[src/rtl/mem_copy_master.sv]
// Word-by-word block copier on the picorv32 native bus: read src, one idle cycle, write dst, one idle cycle.
// 6 cycles per word against a one-wait responder; holds each request until acknowledged or the watchdog expires.
module mem_copy_master #(
    parameter int LEN_W   = 16,
    parameter int TIMEOUT = 255
) (
    input  logic             clk,
    input  logic             resetn,
    input  logic             start,
    input  logic [31:0]      src_addr,
    input  logic [31:0]      dst_addr,
    input  logic [LEN_W-1:0] len_words,
    output logic             busy,
    output logic             done,
    output logic             error,
    output logic [LEN_W-1:0] words_done,
    output logic             mem_valid,
    output logic             mem_instr,
    input  logic             mem_ready,
    output logic [31:0]      mem_addr,
    output logic [31:0]      mem_wdata,
    output logic [3:0]       mem_wstrb,
    input  logic [31:0]      mem_rdata
);
    localparam logic [2:0] S_IDLE   = 3'd0;
    localparam logic [2:0] S_RD     = 3'd1;
    localparam logic [2:0] S_RD_GAP = 3'd2;
    localparam logic [2:0] S_WR     = 3'd3;
    localparam logic [2:0] S_WR_GAP = 3'd4;
    localparam logic [2:0] S_FIN    = 3'd5;

    localparam int              WD_W    = (TIMEOUT > 1) ? $clog2(TIMEOUT + 1) : 1;
    localparam logic [WD_W-1:0] WD_LAST = WD_W'((TIMEOUT > 0) ? TIMEOUT - 1 : 0);

    logic [2:0]       state_q, state_d;
    logic [31:0]      src_q, src_d;
    logic [31:0]      dst_q, dst_d;
    logic [LEN_W-1:0] len_q, len_d;
    logic [31:0]      hold_q, hold_d;
    logic [WD_W-1:0]  wdog_q, wdog_d;
    logic             busy_q, busy_d;
    logic             done_q, done_d;
    logic             error_q, error_d;
    logic [LEN_W-1:0] wdone_q, wdone_d;
    logic             vld_q, vld_d;
    logic [31:0]      addr_q, addr_d;
    logic [31:0]      wdata_q, wdata_d;
    logic [3:0]       wstrb_q, wstrb_d;
    logic             wd_fire;

    // The request has been pending TIMEOUT cycles once this edge lands without ready.
    assign wd_fire = (TIMEOUT > 0) && vld_q && !mem_ready && (wdog_q == WD_LAST);

    always_comb begin
        state_d = state_q;
        src_d   = src_q;
        dst_d   = dst_q;
        len_d   = len_q;
        hold_d  = hold_q;
        wdog_d  = wdog_q;
        busy_d  = busy_q;
        done_d  = 1'b0;
        error_d = error_q;
        wdone_d = wdone_q;
        vld_d   = vld_q;
        addr_d  = addr_q;
        wdata_d = wdata_q;
        wstrb_d = wstrb_q;

        if (vld_q && !mem_ready) begin
            wdog_d = wdog_q + WD_W'(1);
        end

        case (state_q)
            S_IDLE: begin
                if (start) begin
                    src_d   = src_addr & 32'hFFFF_FFFC;
                    dst_d   = dst_addr & 32'hFFFF_FFFC;
                    len_d   = len_words;
                    error_d = 1'b0;
                    wdone_d = '0;
                    busy_d  = 1'b1;
                    if (len_words == '0) begin
                        state_d = S_FIN;
                    end else begin
                        state_d = S_RD;
                        vld_d   = 1'b1;
                        addr_d  = src_addr & 32'hFFFF_FFFC;
                        wstrb_d = 4'b0000;
                        wdog_d  = '0;
                    end
                end
            end
            S_RD: begin
                if (mem_ready) begin
                    hold_d  = mem_rdata;
                    vld_d   = 1'b0;
                    src_d   = src_q + 32'd4;
                    state_d = S_RD_GAP;
                end else if (wd_fire) begin
                    vld_d   = 1'b0;
                    error_d = 1'b1;
                    state_d = S_FIN;
                end
            end
            // Responder's ready is registered and stale for one cycle after an ack.
            S_RD_GAP: begin
                state_d = S_WR;
                vld_d   = 1'b1;
                addr_d  = dst_q;
                wdata_d = hold_q;
                wstrb_d = 4'b1111;
                wdog_d  = '0;
            end
            S_WR: begin
                if (mem_ready) begin
                    vld_d   = 1'b0;
                    dst_d   = dst_q + 32'd4;
                    wdone_d = wdone_q + LEN_W'(1);
                    state_d = S_WR_GAP;
                end else if (wd_fire) begin
                    vld_d   = 1'b0;
                    error_d = 1'b1;
                    state_d = S_FIN;
                end
            end
            S_WR_GAP: begin
                if (wdone_q == len_q) begin
                    state_d = S_FIN;
                end else begin
                    state_d = S_RD;
                    vld_d   = 1'b1;
                    addr_d  = src_q;
                    wstrb_d = 4'b0000;
                    wdog_d  = '0;
                end
            end
            S_FIN: begin
                done_d  = 1'b1;
                busy_d  = 1'b0;
                state_d = S_IDLE;
            end
            default: begin
                state_d = S_IDLE;
                vld_d   = 1'b0;
                busy_d  = 1'b0;
            end
        endcase
    end

    always_ff @(posedge clk or negedge resetn) begin
        if (!resetn) begin
            state_q <= S_IDLE;
            src_q   <= '0;
            dst_q   <= '0;
            len_q   <= '0;
            hold_q  <= '0;
            wdog_q  <= '0;
            busy_q  <= 1'b0;
            done_q  <= 1'b0;
            error_q <= 1'b0;
            wdone_q <= '0;
            vld_q   <= 1'b0;
            addr_q  <= '0;
            wdata_q <= '0;
            wstrb_q <= '0;
        end else begin
            state_q <= state_d;
            src_q   <= src_d;
            dst_q   <= dst_d;
            len_q   <= len_d;
            hold_q  <= hold_d;
            wdog_q  <= wdog_d;
            busy_q  <= busy_d;
            done_q  <= done_d;
            error_q <= error_d;
            wdone_q <= wdone_d;
            vld_q   <= vld_d;
            addr_q  <= addr_d;
            wdata_q <= wdata_d;
            wstrb_q <= wstrb_d;
        end
    end

    assign busy       = busy_q;
    assign done       = done_q;
    assign error      = error_q;
    assign words_done = wdone_q;
    assign mem_valid  = vld_q;
    assign mem_instr  = 1'b0;
    assign mem_addr   = addr_q;
    assign mem_wdata  = wdata_q;
    assign mem_wstrb  = wstrb_q;
endmodule

[config.mk]
export PLATFORM = sky130hd
export DESIGN_NAME = mem_copy_master
export DESIGN_NICKNAME = d
export VERILOG_FILES = /design/src/rtl/mem_copy_master.sv
export SDC_FILE = /design/constraint.sdc
export NUM_CORES = 1
export LEC_CHECK = 0
export ABC_AREA = 1
export CAP_MARGIN = 30
export CORE_MARGIN = 3
export CORE_UTILIZATION = 53
export CTS_CLUSTER_DIAMETER = 150
export DETAILED_ROUTE_END_ITERATION = 7
export PLACE_DENSITY = 0.85
export REMOVE_ABC_BUFFERS = 1
export SYNTH_ARGS = -nofsm -noshare
export SYNTH_HDL_FRONTEND = slang
export SYNTH_SLANG_ARGS = --single-unit
[constraint.sdc]
create_clock -name clk -period 2.1 [get_ports clk]
set_input_delay 0.525 -clock clk [delete_from_list [all_inputs] [get_ports clk]]
set_output_delay 0.525 -clock clk [all_outputs]
set_load 0.005 [all_outputs]
==> key figures, run 1 <==
Synth
  • Register area share after synthesis: between 40 and 50%
  • Post-synth EDFFs: 0
  • Post-synthesis cell area: between 10000 and 15000 sq um
  • Number of distinct library cells after synthesis: 40
  • Post-Synthesis Cells: roughly 1600
  • Post-synth top area cell: dfrtp_1
  • Top area cells in the synthesized netlist: dfrtp_1 45%, nand2_1 20%, nand3_1 4.3%
  • Async SR Flop Fraction: 100%
  • Top FF cell, synth: dfrtp_1
  • Average cell area after synthesis: approximately 7.3 sq um
  • Synth top area share: between 40 and 50%
  • Yosys reg bits: around 200
  • Syn. warnings: 0

GRT
  • Initial antenna violation count: 0
  • GRT Total Usage: approximately 29%
  • First-pass GRT wire length: about 55000 um
  • GRT Residual Overflow: 0
  • Vias in the first global route: ~11000
  • Largest net degree at the start of global routing: 70

Final layout
  • Most frequent cells in the layout: 591 x nand2_1, 198 x clkdlybuf4s50_1, 192 x dfrtp_1, 127 x nor2_1, 121 x inv_1
  • Layout Cells excl Fill: between 2000 and 2500
  • Post-layout instance area: 14700 sq um
  • Commonest non-fill, non-tap cell in the layout: nand2_1
  • Layout area overhead: 29.6%
  • Fillers: approximately 1600
  • Fin nets: about 1900
  • Post-layout util: between 70 and 80%
  • # diodes: 0
  • Fraction of layout cells with a size suffix above 1: 9.14%

Clock network
  • H-tree levels: 1
  • TritonCTS Buffers: 23
  • Clk_lat worst skew: between 0.5 and 0.6 ns
  • CTS tree: yes
  • Root buffer cell: clkbuf_16
  • CTS Buffer Depth: 3
  • Clk sink count: 203
  • Clk slew on worst S/H paths: 0.06 ns

STA
  • Final Hold Viols: 0
  • Final Cycle Share: a little over nine tenths
  • Setup ws final: a little over 0.04 ns
  • Final Max Slew Viols: 0
  • Post-layout min period: 2.06 ns
  • Final Setup Violations: 0
  • RSZ-0062 raised after global routing: no
  • Fmax achieved: 486 MHz
  • Final Skew: approximately 0.022 ns

Setup path
  • Crit path max-delay family: buffers and inverters
  • Required time of the critical path: between 1.5 and 2 ns
  • Worst Path Max Fanout: 7
  • Setup CP Type: flop to output port
  • Worst path cell trace: buf_6, clkdlybuf4s50_1
  • Slowest CP cell: clkdlybuf4s50_1
  • CP Capture Type: output port
  • CP Data Arrival Time: around 1.5 ns
  • Worst Path Buf+Inv: 2
  • Critical Path Source Type: flop
  • Largest stage delay, worst path: between 0.5 and 0.6 ns

Power
  • Power density cells: 1430 nW/um^2
  • Tot Pwr: ~21 mW
  • Pleak: ~7 nW
  • Worst VDD drop: around 0.94 mV

Detailed routing
  • DRT Pass-1 Iters: 8
  • DR DRC count: 0
  • Via/cell ratio: approximately 5.5
  • DRT iter0 DRCs: 1077
  • Drt total wl: 33900 um
  • Final ANT Viol Nets: 0
  • Routed WL per cell: 16.6 um
  • Total vias in the final route: about 11000

Floorplan
  • Ports: ~210
  • # rows: 52
  • Initial Util: between 50% and 60%
  • Chip height: between 150 and 200 um
  • Die outline width: between 150 and 200 um
  • Core area: 20600 sq um
  • Die area: about 23000 sq um

Place
  • Detailed placer's ending HPWL: 24300 um
  • Post-place setup slack: -0.102 ns
  • Placed instance area: between 10000 and 15000 sq um
  • PortBufs: between 150 and 200
  • RePlAce Congestion: ~0.97
  • Placed Cells incl. Taps: around 2000

Hold path
  • Worst hold-check path type: input pin to async pin

Run status
  • Status: finished clean

Run
  • Maxcap violations: 0
[final cells by class]
| type | instances | area (sq um) | area share, % |
|---|---|---|---|
| clock inverters | 14 | 191 | 1.31 |
| flip-flops and latches | 203 | 5090 | 34.8 |
| clock buffers | 28 | 614 | 4.19 |
| repair buffers | 250 | 2510 | 17.1 |
| inverters | 129 | 484 | 3.30 |
| well taps | 270 | 338 | 2.31 |
| multi-input cells | 1149 | 5420 | 37.0 |
[registers in the layout, indices dropped and copies added, names as in the netlist]
register    cells
mem_wdata      32
wdog_q          8
len_q          16
hold_q         32
mem_valid       1
mem_addr       31
mem_wstrb       1
words_done     16
state_q         3
dst_q          30
src_q          30
done            1
busy            1
error           1
[synthesized netlist by cell type, types with 4 or more instances]
cell type	instances
buf_2	19
o21ai_1	4
xnor2_1	7
inv_2	8
mux2_2	30
buf_1	4
a31oi_1	5
nand3_1	98
buf_4	12
ha_1	5
nand2_1	591
nor2_1	128
clkbuf_1	34
o21ai_0	86
a22oi_1	4
or2_2	10
o211ai_1	24
xor2_1	13
dfrtp_1	203
and2_1	5
nor3_1	17
nand2_2	4
a21oi_1	32
nand3b_1	8
nand4_1	55
o22ai_1	8
inv_1	121
[kinds of logic after synthesis]
kind of cell	after synthesis	share of synthesized area, %
AOI/OAI and AO/OA	168	8.36
xor gates and xnor gates	20	1.55
adders and majority gates	5	0.553
buffers and inverters	199	7.28
DFF	203	44.9
muxes	30	2.99
other	1	0.0332
and+or+nand+nor	925	34.3
[through the flow]
| stage | hold slack (ns) | TNS (ns) |
|---|---|---|
| floorplan | 0.229 | -138.41 |
| global placement | 0.407 | -0.225 |
| detailed placement | 0.406 | -1.43 |
| CTS | 0.453 | 0 |
| global route | 0.460 | 0 |
| finish | 0.454 | 0 |
[metal layers]
layer	vias up	global-route usage (%)	part of all wire, %
li1	5414	-	-
met1	5191	36.3	39
met2	557	46.8	47
met3	97	8.19	10
met4	0	10.4	3.6
met5	-	0	0
[where the power goes]
group,leakage (nW),switching [mW],internal [mW]
registers,2.48,1.62,5.68
logic,4.00,5.24,4.04
clock network,0.389,1.71,2.59
total,6.87,8.57,12.3
[timing repair]
item	in CTS	in global routing
hold endpoints to repair	15	0
setup buffers	1	0
hold buffers	1	0
setup endpoints to repair	5	10
resized for setup	5	9
[worst paths after layout]
kind / from / endpoint / slack [ns] / depth (start not counted)
setup / recovery: words_done[11] / words_done[11] / 0.04 / 2
hold / removal: resetn / mem_addr[1] / 0.45 / 2
max in group asynchronous: resetn / words_done[3] / 1.02 / 3
min in group clk: hold_q[19] / mem_wdata[19] / 0.46 / 2
hold reg to reg: hold_q[19] / mem_wdata[19] / 0.46 / 2
setup reg to reg: state_q[0] / mem_addr[10] / 0.18 / 8
Note: power is estimated with default switching activity, not from simulation.
==> inputs of run 2 (changes only) <==
--- a/config.mk
+++ b/config.mk
@@ -7,11 +7,13 @@
 export LEC_CHECK = 0
 export ABC_AREA = 1
 export CAP_MARGIN = 30
+export CELL_PAD_IN_SITES_DETAIL_PLACEMENT = 0
+export CELL_PAD_IN_SITES_GLOBAL_PLACEMENT = 1
 export CORE_MARGIN = 3
-export CORE_UTILIZATION = 53
+export CORE_UTILIZATION = 38
 export CTS_CLUSTER_DIAMETER = 150
 export DETAILED_ROUTE_END_ITERATION = 7
-export PLACE_DENSITY = 0.85
+export PLACE_DENSITY = 0.84
 export REMOVE_ABC_BUFFERS = 1
 export SYNTH_ARGS = -nofsm -noshare
 export SYNTH_HDL_FRONTEND = slang
==> key figures, run 2 (synthesis gave the netlist of run 1 again) <==
Place
  • RePlAce Congestion: 0.912 (-5.7%)
  • PortBufs: 199 (unchanged)
  • Detailed placer's ending HPWL: 25900 um (+6.4%)

Setup path
  • Worst Path Buf+Inv: 2 (unchanged)
  • Path depth of the worst reg2reg path: 9 (+1)
  • Required time of the critical path: 1.57 ns (about the same)
  • Stages on the worst setup path: 2 (unchanged)
  • Worst Path Max Fanout: 7 (unchanged)
  • Crit path max-delay family: buffers and inverters
  • Slowest CP cell: clkdlybuf4s50_1
  • Worst path cell trace: buf_6, clkdlybuf4s50_1
  • CP Capture Type: output port
  • Setup CP Type: flop to output port
  • Critical Path Source Type: flop
  • Largest stage delay, worst path: 0.51 ns (about the same)
  • CP Data Arrival Time: 1.52 ns (about the same)

Clock network
  • Clk sink count: 203 (unchanged)
  • Clk_lat worst skew: 0.53 ns (about the same)
  • H-tree levels: 1 (unchanged)
  • Root buffer cell: clkbuf_16
  • CTS tree: yes
  • CTS Buffer Depth: 3 (unchanged)
  • TritonCTS Buffers: 25 (+8.7%)
  • Clk slew on worst S/H paths: 0.06 ns (about the same)

STA
  • RSZ-0062 raised after global routing: no
  • Final Setup Violations: 0 (unchanged)
  • Fmax achieved: 488 MHz (+0.48%)
  • Final Max Slew Viols: 0 (unchanged)
  • Worst rel slew slack: about 65%
  • Final Skew: 0.0137 ns (-0.00867 ns)
  • Final Cycle Share: 97.6% (-0.47 points)
  • Post-layout min period: 2.05 ns (-0.00992 ns)
  • Tightest Pin Transition: ~0.53 ns
  • Final Hold Viols: 0 (unchanged)
  • Worst hold margin: 0.458 ns (+0.00475 ns)

Final layout
  • Commonest non-fill, non-tap cell in the layout: nand2_1
  • Fin nets: 1892 (+0.80%)
  • Most frequent cells in the layout: 591 x nand2_1, 198 x clkdlybuf4s50_1, 196 x dfrtp_1, 128 x nor2_1, 120 x inv_1
  • Fraction of layout cells with a size suffix above 1: 9.56% (+0.42 points)
  • # diodes: 0 (unchanged)
  • Layout area overhead: 32.4%

Hold path
  • Worst hold-check path type: flop to flop
  • Hold path depth: 2

Detailed routing
  • DRT Pass-1 Iters: 5 (-3)
  • DRT iter0 DRCs: 787 (-27%)
  • Drt total wl: 35300 um (+4.0%)
  • Final ANT Viol Nets: 0 (unchanged)
  • Total vias in the final route: 10900 (-2.8%)
  • DR DRC count: 0 (unchanged)
  • Via/cell ratio: 5.03 (-8.6%)
  • Routed WL per cell: 16.2 um (-2.2%)

GRT
  • Initial antenna violation count: 0 (unchanged)
  • Met2 usage: 35.7% (-11 points)
  • Met1 usage: 30.4% (-5.9 points)
  • GRT Total Usage: 22.2% (-6.4 points)
  • M3 GR Usage: 5.36% (-2.8 points)
  • GRT Residual Overflow: 0 (unchanged)
  • Largest net degree at the start of global routing: 57 (-19%)
  • First-pass GRT wire length: 56800 um (+2.5%)
  • Vias in the first global route: 10700 (-3.7%)
  • GR peak layer: met2

Floorplan
  • # rows: 62 (+19%)
  • Ports: 205 (unchanged)
  • Initial Util: 39.0% (-16 points)
  • Core area: 29000 sq um (+41%)
  • Chip height: 179 um (+17%)
  • Die area: 31900 sq um (+38%)
  • Die outline width: 179 um (+17%)

Run
  • Maxcap violations: 0 (unchanged)

Power
  • Pleak: 6.98 nW (+1.6%)
  • Tot Pwr: 21.2 mW (+1.6%)
  • Worst VDD drop: 0.756 mV (-19%)
  • Power density cells: 1420 nW/um^2 (-0.50%)

Run status
  • Status: finished clean
-- run 2: changes by cell type in the layout (fill, tap and decap cells not counted), moves of 2 or more --
cell	previous run	this run
buf_4	39	50
clkinvlp_4	3	1
clkbuf_16	23	25
clkbuf_1	3	5
dfrtp_2	11	7
dfrtp_1	192	196
-- run 2: area by class of cell --
| type | instances | area [sq um] |
|---|---|---|
| Clock buffer | 33 | 686 |
| Fill cell | 2854 | 14000 |
| Sequential cell | 203 | 5090 |
| Timing Repair Buffer | 263 | 2620 |
| Inverter | 129 | 484 |
| Tap cell | 384 | 480 |
| Multi-Input combinational cell | 1149 | 5420 |
| Clock inverter | 12 | 191 |
-- run 2: metrics by stage --
| step | utilization, % | instance area (sq um) | std cells | TNS [ns] | setup slack [ns] |
|---|---|---|---|---|---|
| CTS | 51.5 | 15000 | 2172 | 0 | 0.00364 |
| global placement | 48.4 | 14000 | 2124 | -2.20 | -0.0752 |
| global route | 51.6 | 15000 | 2173 | 0 | 0.00165 |
| detailed placement | 48.4 | 14000 | 2124 | -2.92 | -0.0891 |
| floorplan | - | 11000 | 1481 | -138.41 | -1.36 |
| finish | 51.6 | 15000 | 2173 | 0 | 0.0510 |
-- run 2: what timing repair did --
| item | CTS | global route |
|---|---|---|
| hold endpoints to repair | 14 | 0 |
| hold buffers | 1 | 0 |
| gates cloned | 0 | 0 |
| setup buffers | 2 | 1 |
| setup endpoints to repair | 8 | 4 |
| resized for setup | 6 | 3 |
-- run 2: per-layer routing --
layer / vias up / part of all wire (%)
li1: 5455 / -
met1: 5103 / 44
met2: 329 / 46
met3: 53 / 7.7
met4: 0 / 2.3
met5: - / 0
-- run 2: power breakdown --
group	internal, mW	switching [mW]
clock	2.90	1.75
sequential	5.68	1.62
combinational	4.09	5.19
-- run 2: worst paths after layout --
| kind | startpoint | endpoint | slack (ns) |
|---|---|---|---|
| worst min-delay path | hold_q[16] | mem_wdata[16] | 0.46 |
| worst max-delay path | words_done[11] | words_done[11] | 0.05 |
| max in group asynchronous | resetn | mem_wdata[28] | 0.88 |
| worst max register to register | state_q[0] | mem_addr[10] | 0.16 |
| worst min register to register | hold_q[16] | mem_wdata[16] | 0.46 |
| min in group asynchronous | resetn | mem_addr[1] | 0.54 |
-- run 2: worst register-to-register path, cell delays in order (launching register included) --
cell,delay [ns]
dfrtp_1,0.50
inv_2,0.11
nand3_2,0.13
nand2_1,0.21
inv_2,0.11
buf_4,0.32
nand2_1,0.09
o211ai_1,0.15
nand4_1,0.16
nand2_1,0.09
==> inputs of run 3 (changes only) <==
--- a/config.mk
+++ b/config.mk
@@ -6,14 +6,15 @@
 export NUM_CORES = 1
 export LEC_CHECK = 0
 export ABC_AREA = 1
-export CAP_MARGIN = 30
+export CAP_MARGIN = 25
 export CELL_PAD_IN_SITES_DETAIL_PLACEMENT = 0
 export CELL_PAD_IN_SITES_GLOBAL_PLACEMENT = 1
 export CORE_MARGIN = 3
-export CORE_UTILIZATION = 38
+export CORE_UTILIZATION = 39
+export CTS_BUF_LIST = sky130_fd_sc_hd__clkbuf_8
 export CTS_CLUSTER_DIAMETER = 150
 export DETAILED_ROUTE_END_ITERATION = 7
-export PLACE_DENSITY = 0.84
+export PLACE_DENSITY = 0.86
 export REMOVE_ABC_BUFFERS = 1
 export SYNTH_ARGS = -nofsm -noshare
 export SYNTH_HDL_FRONTEND = slang
==> key figures, run 3 (synthesis gave the netlist of run 1 again) <==
Power
  • Pleak: 6.97 nW (-0.18%)
  • Switching pwr: 8.57 mW (+0.21%)
  • Seq pwr share: 35.6% (+1.2 points)
  • Tot Pwr: 20.4 mW (-3.7%)
  • Power density cells: 1380 nW/um^2 (-2.8%)
  • Worst VDD drop: 0.788 mV (+4.3%)
  • Combinational share of power: 45.7% (+2.0 points)
  • Switching part of the total: 41.9% (+1.6 points)
  • Clock power share: 18.7% (-3.2 points)
  • Internal: 11.9 mW (-6.3%)

Floorplan
  • Die outline width: 176 um (-1.2%)
  • Chip height: 176 um (-1.2%)
  • Initial Util: 40.2% (+1.2 points)
  • Die area: 31100 sq um (-2.5%)
  • Core area: 28200 sq um (-2.9%)
  • # rows: 61 (-1.6%)
  • Ports: 205 (unchanged)

Final layout
  • Layout area overhead: 31.1%
  • Post-layout instance area: 14800 sq um (-0.95%)
  • Reg area: 5090 sq um (+0.12%)
  • Fin nets: 1900 (+0.42%)
  • # diodes: 0 (unchanged)
  • Post-layout util: 52.6% (+1.0 points)
  • Layout Cells excl Fill: 2182 (+0.41%)
  • Most frequent cells in the layout: 591 x nand2_1, 197 x clkdlybuf4s50_1, 191 x dfrtp_1, 130 x inv_1, 128 x nor2_1
  • Commonest non-fill, non-tap cell in the layout: nand2_1
  • Fillers: 2726 (-4.5%)
  • Area of the multi-input gates: 5420 sq um (unchanged)
  • Fraction of layout cells with a size suffix above 1: 10.3% (+0.75 points)

Detailed routing
  • Via/cell ratio: 5.05 (+0.33%)
  • Drt total wl: 35500 um (+0.71%)
  • DR DRC count: 0 (unchanged)
  • DRT iter0 DRCs: 696 (-12%)
  • Routed WL per cell: 16.3 um (+0.29%)
  • Total vias in the final route: 11000 (+0.75%)
  • DRT Pass-1 Iters: 5 (unchanged)
  • Final ANT Viol Nets: 0 (unchanged)

Setup path
  • Critical Path Source Type: flop
  • Slowest CP cell: clkdlybuf4s50_1
  • CP Capture Type: output port
  • Worst path cell trace: clkdlybuf4s50_1
  • Largest stage delay, worst path: 0.53 ns (+0.02 ns)
  • Critical path startpoint: words_done[9]
  • Critical R2R Launch: state_q[0]
  • CP Data Arrival Time: 1.52 ns (about the same)
  • Worst Path Buf+Inv: 1 (-1)
  • Crit path max-delay family: buffers and inverters
  • Worst Path Max Fanout: 6 (-1)
  • Setup CP Type: flop to output port
  • Path depth of the worst reg2reg path: 9 (unchanged)
  • Stages on the worst setup path: 1 (-1)
  • Required time of the critical path: 1.57 ns (about the same)

GRT
  • GRT Total Usage: 22.7% (+0.48 points)
  • First-pass GRT wire length: 56500 um (-0.59%)
  • Largest net degree at the start of global routing: 55 (-3.5%)
  • Vias in the first global route: 10600 (-1.0%)
  • GRT Residual Overflow: 0 (unchanged)
  • Initial antenna violation count: 1 (+1)

STA
  • Fmax achieved: 490 MHz (+0.41%)
  • RSZ-0062 raised after global routing: no
  • Worst hold margin: 0.459 ns (+0.000237 ns)
  • Final Setup Violations: 0 (unchanged)
  • Final Max Slew Viols: 0 (unchanged)
  • Final Hold Viols: 0 (unchanged)
  • Final Cycle Share: 97.2% (-0.40 points)
  • Final Skew: 0.0144 ns (+0.000664 ns)
  • Post-layout min period: 2.04 ns (-0.00840 ns)

Hold path
  • Hold path depth: 2 (unchanged)
  • Worst hold-check path type: flop to flop
  • Hold_sp: hold_q[14]

Place
  • PortBufs: 199 (unchanged)
  • Placed Cells incl. Taps: 2108 (-0.75%)
  • RePlAce Congestion: 0.917 (+0.55%)
  • Detailed placer's ending HPWL: 25500 um (-1.5%)
  • Placed instance area: 14000 sq um (-0.41%)

Clock network
  • CTS Buffer Depth: 3 (unchanged)
  • Clk slew on worst S/H paths: 0.06 ns (about the same)
  • H-tree levels: 2 (+1)
  • CTS tree: yes
  • Clk_lat worst skew: 0.55 ns (+0.02 ns)
  • TritonCTS Buffers: 39 (+56%)
  • Root buffer cell: clkbuf_8
  • Clk sink count: 203 (unchanged)

Run
  • Maxcap violations: 0 (unchanged)

Run status
  • Status: finished clean
[run 3: final cells by class]
| cell class | instances | area share (%) |
|---|---|---|
| Sequential cell | 203 | 34.4 |
| Clock buffer | 49 | 4.55 |
| Tap cell | 378 | 3.19 |
| Timing Repair Buffer | 257 | 17.6 |
| Inverter | 129 | 3.27 |
| Multi-Input combinational cell | 1149 | 36.5 |
| Clock inverter | 17 | 0.532 |
[run 3: power groups by stage]
stage	Sequential (mW)	Clock (mW)	Combinational, mW
final	7.27	3.82	9.35
after global routing	7.52	4.12	10.5
after CTS	7.27	3.95	9.39
after detailed placement	7.30	0	9.31
after global placement	7.26	0	9.10
after floorplan	6.91	0	5.28
[run 3: layer usage]
layer	up-vias	global-route usage, %	part of all wire, %
met1	5141	30.5	44
li1	5469	-	-
met4	2	5.77	1.9
met3	57	5.87	8.0
met5	-	0	0.025
met2	353	36.7	46
[run 3: what timing repair did]
| item | in CTS | in global routing |
|---|---|---|
| pin swaps | 0 | 0 |
| endpoints found under the setup margin | 12 | 6 |
| setup buffers | 3 | 4 |
| hold endpoints to repair | 36 | 0 |
| gates resized for setup | 10 | 5 |
| hold buffers | 1 | 0 |
[run 3: through the flow]
stage,setup TNS (ns),worst slack [ns]
floorplan,-138.41,-1.36
global placement,-0.791,-0.120
detailed placement,-1.82,-0.107
CTS,0,0.00419
global route,0,0.00615
finish,0,0.0594
[run 3: worst paths after layout]
path,endpoint,slack [ns]
worst max-delay path,words_done[9],0.06
worst max register to register,mem_addr[9],0.16
min in group asynchronous,mem_addr[1],0.49
worst min-delay path,mem_wdata[14],0.46
max in group asynchronous,words_done[0],0.97
worst min register to register,mem_wdata[14],0.46
